**config.mk**
```make
export PLATFORM = sky130hd
export DESIGN_NAME = fifo_wr_arbiter
export DESIGN_NICKNAME = d
export VERILOG_FILES = /design/src/rtl/fifo_wr_arbiter.sv
export SDC_FILE = /design/constraint.sdc
export NUM_CORES = 1
export LEC_CHECK = 0
export ABC_AREA = 0
export BUFFER_PORTS_ARGS = -buffer_cell sky130_fd_sc_hd__buf_2
export CORE_MARGIN = 2
export CORE_UTILIZATION = 41
export DETAILED_ROUTE_END_ITERATION = 10
export PLACE_DENSITY = 0.81
export SYNTH_ARGS = -nofsm -noshare
export SYNTH_HDL_FRONTEND = slang
export SYNTH_SLANG_ARGS = --single-unit
```
**constraint.sdc**
```tcl
create_clock -name clk -period 2.5 [get_ports clk]
set_input_delay 0.5 -clock clk [delete_from_list [all_inputs] [get_ports clk]]
set_output_delay 0.5 -clock clk [all_outputs]
set_load 0.01 [all_outputs]
```
**src/rtl/fifo_wr_arbiter.sv**
```systemverilog
// fifo_wr_arbiter: round-robin arbiter sharing one FIFO write port between
// NUM_REQ requesters, granting bursts of up to BURST_LEN words per turn.
// Optional per-requester write/stall statistics: define FIFO_ARB_STATS_EN.
//
// state | meaning
// IDLE  | no grant; picks the next requester after the last owner
// BURST | owner writes one word per cycle while its req is high and FIFO not full
// STALL | owner still requesting but FIFO full; burst count held
module fifo_wr_arbiter #(
  parameter int NUM_REQ    = 4,
  parameter int FIFO_WIDTH = 16,
  parameter int BURST_LEN  = 4
) (
  input  logic                          clk,
  input  logic                          rst,
  input  logic [NUM_REQ-1:0]            req,
  input  logic [NUM_REQ*FIFO_WIDTH-1:0] req_data,
  output logic [NUM_REQ-1:0]            accept,
  output logic [$clog2(NUM_REQ)-1:0]    owner,
  output logic                          busy,
  output logic                          fifo_wr_en,
  output logic [FIFO_WIDTH-1:0]         fifo_data_in,
  input  logic                          fifo_full,
  input  logic                          fifo_wr_ack,
  input  logic                          fifo_overflow,
  output logic                          err_overflow
`ifdef FIFO_ARB_STATS_EN
  ,
  output logic [NUM_REQ*16-1:0]         stat_wr_cnt,
  output logic [15:0]                   stat_stall_cnt
`endif
);

  localparam int OW = $clog2(NUM_REQ);
  localparam int CW = $clog2(BURST_LEN + 1);
  localparam logic [CW-1:0] LAST_CNT  = CW'(BURST_LEN - 1);
  localparam logic [OW-1:0] RST_OWNER = OW'(NUM_REQ - 1);

  typedef enum logic [1:0] {IDLE, BURST, STALL} state_t;

  state_t                state_q, state_d;
  logic [OW-1:0]         owner_q, owner_d, rr_pick, idx;
  logic [CW-1:0]         cnt_q, cnt_d;
  logic [FIFO_WIDTH-1:0] data_sel;
  logic                  wr_en_q;

  assign owner = owner_q;

  // Round-robin pick: first requester after owner_q, wrapping; lowest offset wins
  always_comb begin
    rr_pick = owner_q;
    idx     = '0;
    for (int i = NUM_REQ; i >= 1; i--) begin
      idx = OW'((int'(owner_q) + i) % NUM_REQ);
      if (req[idx]) rr_pick = idx;
    end
  end

  // Owner's data slice, built with constant slices only
  always_comb begin
    data_sel = '0;
    for (int i = 0; i < NUM_REQ; i++) begin
      if (owner_q == OW'(i)) data_sel = req_data[i*FIFO_WIDTH +: FIFO_WIDTH];
    end
  end

  // State, owner and burst count registers
  always_ff @(posedge clk) begin
    if (rst) begin
      state_q <= IDLE;
      owner_q <= RST_OWNER;
      cnt_q   <= '0;
    end else begin
      state_q <= state_d;
      owner_q <= owner_d;
      cnt_q   <= cnt_d;
    end
  end

  // Next-state logic and write-port outputs; everything forced low under reset
  always_comb begin
    state_d      = state_q;
    owner_d      = owner_q;
    cnt_d        = cnt_q;
    busy         = 1'b0;
    fifo_wr_en   = 1'b0;
    fifo_data_in = '0;
    accept       = '0;
    case (state_q)
      IDLE: begin
        if (|req) begin
          owner_d = rr_pick;
          cnt_d   = '0;
          state_d = BURST;
        end
      end
      BURST: begin
        busy         = 1'b1;
        fifo_wr_en   = req[owner_q] & ~fifo_full;
        fifo_data_in = data_sel;
        for (int i = 0; i < NUM_REQ; i++) begin
          accept[i] = fifo_wr_en && (owner_q == OW'(i));
        end
        if (fifo_wr_en) begin
          if (cnt_q == LAST_CNT) begin
            cnt_d   = '0;
            state_d = IDLE;
          end else begin
            cnt_d = cnt_q + CW'(1);
          end
        end else if (!req[owner_q]) begin
          state_d = IDLE;
        end else begin
          state_d = STALL;
        end
      end
      STALL: begin
        busy = 1'b1;
        if (!req[owner_q])  state_d = IDLE;
        else if (!fifo_full) state_d = BURST;
      end
      default: state_d = IDLE;
    endcase
    if (rst) begin
      busy         = 1'b0;
      fifo_wr_en   = 1'b0;
      fifo_data_in = '0;
      accept       = '0;
    end
  end

  // Sticky flag: FIFO overflowed on a write this block issued the cycle before
  always_ff @(posedge clk) begin
    if (rst) begin
      wr_en_q      <= 1'b0;
      err_overflow <= 1'b0;
    end else begin
      wr_en_q <= fifo_wr_en;
      if (fifo_overflow && wr_en_q) err_overflow <= 1'b1;
    end
  end

`ifdef FIFO_ARB_STATS_EN
  logic [OW-1:0] ack_owner_q;

  // Saturating ack counters per write owner, plus STALL cycle counter
  always_ff @(posedge clk) begin
    if (rst) begin
      ack_owner_q    <= '0;
      stat_wr_cnt    <= '0;
      stat_stall_cnt <= '0;
    end else begin
      if (fifo_wr_en) ack_owner_q <= owner_q;
      if (fifo_wr_ack) begin
        for (int i = 0; i < NUM_REQ; i++) begin
          if (ack_owner_q == OW'(i) && stat_wr_cnt[i*16 +: 16] != 16'hFFFF)
            stat_wr_cnt[i*16 +: 16] <= stat_wr_cnt[i*16 +: 16] + 16'd1;
        end
      end
      if (state_q == STALL && stat_stall_cnt != 16'hFFFF)
        stat_stall_cnt <= stat_stall_cnt + 16'd1;
    end
  end
`else
  logic unused_ack;
  assign unused_ack = fifo_wr_ack;
`endif

endmodule

```
### Yosys cells after proc, flatten, opt, wreduce, memory -nomap -nowiden

Cells that the tools add are included.

| storage, ports and cells | value |
|---|---|
| register bits after elaboration | 9 |
| output and inout bits | 25 |
| logic and storage cells | 78 |

| operators by class | value |
|---|---|
| $add $sub $neg | 5 |
| magnitude comparators | 5 |
| eq/ne operators | 10 |
| muxes and demuxes | 37 |
| bitwise operators | 2 |
| reduce and logical (&&, ||, !) cells | 14 |

Operators by type and width:

| cell | number |
|---|---|
| 16-bit two-way mux | 6 |
| 2-bit two-way mux | 10 |
| 2-bit by 3-bit less-than comparator with 1-bit output, second input constant | 5 |
| 1-bit binary-select mux with 2-bit select | 5 |
| 1-bit two-way mux | 9 |
| 3-bit two-way mux | 3 |
| 3-bit AND reduction | 3 |
| 4-bit two-way mux | 2 |
| 2-bit == test, second input constant | 3 |
| 3-bit inequality test, second input constant | 2 |
| 2-bit case mux with 3 select lines | 1 |
| 3-bit case mux with 2 select lines | 1 |
| 1-bit logical AND | 5 |
| 2-bit by 1-bit adder with 2-bit output, second input constant | 2 |
| 2-bit adder, second input constant | 2 |
| 2-bit by 1-bit == test with 1-bit output, second input constant | 2 |
| 2-bit zero test | 2 |
| 2-bit inequality test, second input constant | 2 |
| 4-bit nonzero test | 1 |
| 4-bit OR reduction | 1 |
| 3-bit by 1-bit adder with 3-bit output, second input constant | 1 |
| 3-bit by 2-bit == test with 1-bit output, second input constant | 1 |
| 2-bit nonzero test | 1 |
| 2-bit OR reduction | 1 |
| other kinds (2) | 2 |

### Depth between registers and ports, before layout

| logic depth | value |
|---|---|
| depth after elaboration | 7 |
| gate-level depth with buffers | 9 |

### Least setup slack after synthesis

OpenSTA, ideal clock, no wires.

| path | value |
|---|---|
| path kind | flip-flop to output port |
| start | register owner_q[1], in the netlist owner[1] |
| end | output port fifo_data_in[10] |
| data arrival time | 2.056 ns |
| path slack | -0.056 ns |
| cell stages (with the launch flop) | 10 |
| cells stage by stage | dfxtp_1 > inv_1 > ha_1 > clkbuf_1 > nor2b_1 > clkbuf_2 > buf_2 > a221oi_1 > a211o_1 > a21oi_1 |

| between the ends | value |
|---|---|
| longest elaborated chain between the ends | 7 |

Ends and longest elaborated chain:

| what | RTL line | text |
|---|---|---|
| start: declaration | 42 | `logic [OW-1:0] owner_q, owner_d, rr_pick, idx;` |
| start signal: assignment | 75 | `owner_q <= owner_d;` |
| 2-bit zero test | 63 | `if (owner_q == OW'(i)) data_sel = req_data[i*FIFO_WIDTH +: FIFO_WIDTH];` |
| 16-bit two-way mux (3 in a row) | 63 |  |
| 16-bit two-way mux (*) | 63 |  |
| 16-bit two-way mux (*) | 89 | `case (state_q)` |
| 16-bit two-way mux (*) | 124 | `if (rst) begin` |
| end: declaration | 22 | `output logic [FIFO_WIDTH-1:0] fifo_data_in,` |

Every way passes the cells marked *; elsewhere a longest branch is shown, timed or not.

### Final worst setup path

| path | value |
|---|---|
| start | register owner_q[0], in the netlist owner[0] |
| end | output port accept[2] |

| between the ends | value |
|---|---|
| longest elaborated chain between the ends | 6 |

Ends and longest elaborated chain:

| what | RTL line | text |
|---|---|---|
| 1-bit binary-select mux with 2-bit select | 99 | `fifo_wr_en = req[owner_q] & ~fifo_full;` |
| 1-bit two-way mux (implied by the code) | 99 |  |
| 1-bit bitwise AND | 99 |  |
| 1-bit logical AND (*) | 102 | `accept[i] = fifo_wr_en && (owner_q == OW'(i));` |
| 4-bit two-way mux (*) | 89 |  |
| 4-bit two-way mux (*) | 124 |  |
| end: declaration | 18 | `output logic [NUM_REQ-1:0] accept,` |

Every way passes the cells marked *; elsewhere a longest branch is shown, timed or not. The select of a mux whose other input is x is not followed.

==> results by stage <==
Die:
- For this configuration, the core starts out at a cell density of 43.7%.
- The floorplan die width is 61.3 um.
- The row count is 20.
- The area inside the core boundary is 0.00308 mm2.
- The die covers 0.00376 mm2.
- The I/O pin count is 98.
- The height of the die is 61.3 um.

Power and ir drop:
- For this design the static power due to leakage is 1.02 nW.
- In this run the power spent charging and discharging nets is 758 uW.
- Per report_power, the sequential group accounts for 12.2% of the total.
- The power density of the placed cells is 830 mW/mm2.
- The switching fraction of total power is 47.5%.
- The internal portion of total power is 838 uW.
- The clock network fraction of total power is 7.5%.
- Across the VDD grid, the largest voltage drop is 475 uV.
- The proportion of power drawn by combinational gates is 80.3%.

Route:
- The final routed DRC violation total is 0.
- The detail-routed via count per cell is 5.42.
- The first routing iteration left 69 violations.
- In this run the remaining antenna-violating nets after routing total 0.
- The total number of vias is 1725.
- The routed length per instance is 12.9 um.
- The post-detailed-routing wire length is 4110 um.
- The first detailed-routing pass took 4 iterations.

Place:
- The setup slack after placement is 0.324 ns.
- The number of input and output port buffers inserted is 96.
- Once placement finished, the instance area stood at 0.00189 mm2.
- Counting tap cells, the placed design contains a total of 314 instances.
- The detailed placer's ending HPWL is 3280 um.
- At the end of routability-driven placement, the weighted congestion stood at 0.803.

Clock network:
- Clock latency on the worst-skew pair, taken at its later pin, is 0.27 ns.
- CTS built an H-tree with a depth of 1.
- The number of sinks handled by clock tree synthesis is 9.
- The post-cts hold buffer count is 0.
- In this run, CTS created clock tree buffers numbering 3.
- Clock tree synthesis selected as its root buffer the cell clkbuf_4.
- The number of buffers between clock root and the deepest sink is 2.
- TritonCTS built the clock tree.
- The clock-pin slew on the worst setup and hold paths is 0.06 ns.

STA:
- Setup repair after global routing could not meet its margin everywhere.
- The number of setup violations in the final report is 0.
- The final max-slew violation count is 0.
- The worst-case setup margin in the final layout is 0.0960 ns.
- The minimum period implied by the final worst setup slack is 2.40 ns.
- The final critical-path share of the clock period is 96.2%.
- The post-route clock skew is 0.00140 ns.
- The measured slew at the worst slew-check pin is 0.473 ns.
- The worst slew slack as a fraction of its limit is 68.2%.
- Hold timing on the final database bottoms out at a slack of 0.458 ns.
- Based on the critical path, the design can be clocked at up to 416 MHz.
- The number of hold-slack violations in the final timing report was 0.

Yosys:
- The number of warnings reported in the yosys synthesis log is 0.
- The cell area after synthesis is 0.00135 mm2.
- The flip-flop and latch count after synthesis is 9.
- The fraction of post-synthesis cell area in the top cell type by area is 13.4%.
- The netlist uses 39 different library cells.
- Averaged over all synthesized cells, the footprint is 7.48 um2.
- Yosys mapped a number of flops with a built-in enable equal to 0.
- In the synthesized netlist the dominant register cell turns out to be dfxtp_1.
- Yosys attributes the largest share of cell area to dfxtp_1 13%, a211o_1 11%, a221oi_1 11%, ha_1 8.4%, inv_1 7.8%.
- After synthesis, the share of flip-flops with an asynchronous set or reset is 0%.
- The cell taking the most area after synthesis is dfxtp_1.
- When the netlist entered floorplanning its net count stood at 262.
- Summing the sequential cell areas from Yosys gives 13.4% of the chip area.
- The cell count after synthesis is 180.

GRT:
- The sum of overflow across all layers after global routing is 0.
- The maximum number of pins on one net before global-route repair is 31.
- The initial antenna violation count came to 0.
- The via count of the first global-routing pass is 1401.
- The wire length of the first global-routing pass is 6110 um.
- The total track usage is 21.6%.

Final layout:
- The total inserted antenna cells is 0.
- The share of cells above drive strength 1 is 44.5%.
- The layout has 311 filler cells.
- The final standard cell area without fillers is 0.00192 mm2.
- Across the whole layout, storage elements account for 181 um2.
- The finished layout holds 318 standard cells, fillers aside.
- In the final design database the tool counted 357 nets.
- In the final layout, the multi-input gates occupy 998 um2.
- The share of the core filled with cells is 62.5%.
- The layout overhead on the synthesized area is 42.8%.

Setup path:
- The launch point of the worst path is owner[0].
- Among all stages on the critical path, the largest delay is contributed by mux4_2.
- In this run the critical register-to-register path is captured at owner[0].
- The timing endpoint of the critical path is accept[2].
- The type of the worst setup path is reg -> out.
- The launching element type of the critical path is a register.
- Walking the worst path, the cells encountered are buf_4 -> mux4_2 -> and2_4 -> and3_2 -> buf_2.
- The arrival time of the worst setup path is 1.90 ns.
- The register-to-register setup slack is 0.67 ns.
- The source of the worst register-to-register timing path is owner[0].
- In this design, the stage delay of the slowest critical-path cell is 0.52 ns.
- STA puts the critical path data required time at 2.00 ns.
- The kind of end point of the critical path is an output pin.
- The worst reg-to-reg path cell count is 6.
- The top fanout value on the critical path is 12.

Outcome:
- The flow ran to the end, and the final reports show no timing, DRC or antenna violations.

Worst hold path:
- The path type of the worst min-delay path is in -> reg.

Run:
- The count of maximum capacitance violations is 0.
==> cells by family after synthesis <==
group           synth area share [%]
compound gates                  36.9
fa+ha+maj                       8.36
buf+inv                         12.5
flops                           13.4
mux                             11.2
simple gates                    17.7
==> sequential cells by signal (all words and copies together) (netlist names) <==
register and flops:
cnt_q 3, owner 2, state_q 2, err_overflow 1, wr_en_q 1
==> final cells by class <==
class | count | share of cell area [%]
Timing Repair Buffer | 104 | 29.0
Clock buffer | 4 | 1.37
Inverter | 28 | 5.47
Sequential cell | 9 | 9.43
Tap cell | 44 | 2.86
Multi-Input combinational cell | 129 | 51.9
==> metrics by stage <==
stage	setup TNS (ns)	power, mW
2_1_floorplan	0	1.12
3_3_place_gp	0	1.45
3_5_place_dp	0	1.48
4_1_cts	0	1.60
5_1_grt	-0.0714	1.75
6_report	0	1.60
==> metal layers <==
layer / vias to the layer above / global-route usage, % / routed length (um)
met5: - / 0 / 0
met4: 0 / 7.14 / 28
met3: 4 / 4.20 / 268
met2: 55 / 38.4 / 2060
met1: 797 / 25.8 / 1750
li1: 869 / - / -
==> cells in the mapped netlist, drive strengths merged (3+ instances only) <==
master,number
dfxtp,9
and3,4
inv,28
nand2,20
ha,9
nor2b,3
nor2,3
a221oi,17
mux4,4
a211o,17
clkbuf,11
buf,3
nor3,3
a21oi,18
mux2,3
==> critical path, delay by kind of cell, from the launching register on <==
family,cells,cell delay [ns]
muxes,1,0.52
DFF,1,0.36
buffers and inverters,2,0.33
and+or+nand+nor,2,0.41
==> what timing repair did <==
action	4_1_cts	5_1_grt
setup buffers	0	0
endpoints found under the setup margin	0	16
resized for setup	0	3
==> cell usage in the layout (no fill, tap or decap), types with 2 or more instances in the layout <==
master     n
o21ai_0    2
clkbuf_4   3
nand2_1   20
buf_4      6
nand3_1    2
o21a_1     2
o311ai_0   2
mux2i_1    2
dfxtp_1    8
nor3_1     3
mux4_2     2
ha_1       9
a211o_1   17
nor2b_1    3
mux4_1     2
inv_2      2
buf_2     96
nor2_1     3
or4_1      2
a31oi_1    2
o22ai_1    2
inv_1     26
a221oi_1  17
mux2_2     3
a21oi_1   18
and3_2     4
==> power by group through the flow <==
stage | Sequential (mW) | Combinational [mW] | Clock (mW)
after floorplan | 0.219 | 0.902 | 0
after global placement | 0.193 | 1.26 | 0
after detailed placement | 0.195 | 1.28 | 0
after CTS | 0.193 | 1.29 | 0.124
after global routing | 0.200 | 1.41 | 0.137
final | 0.195 | 1.28 | 0.120
==> worst min-delay path by stage <==
| stage | startpoint | endpoint | slack [ns] | cells after the start |
|---|---|---|---|---|
| after floorplan | wr_en_q | err_overflow | 0.43 | 2 |
| after global placement | err_overflow | err_overflow | 0.45 | 2 |
| after detailed placement | cnt_q[2] | cnt_q[2] | 0.47 | 2 |
| after CTS | fifo_full | wr_en_q | 0.44 | 2 |
| after global routing | fifo_full | wr_en_q | 0.44 | 2 |
| final | fifo_full | wr_en_q | 0.46 | 2 |
Note: power is estimated with default switching activity, not from simulation.
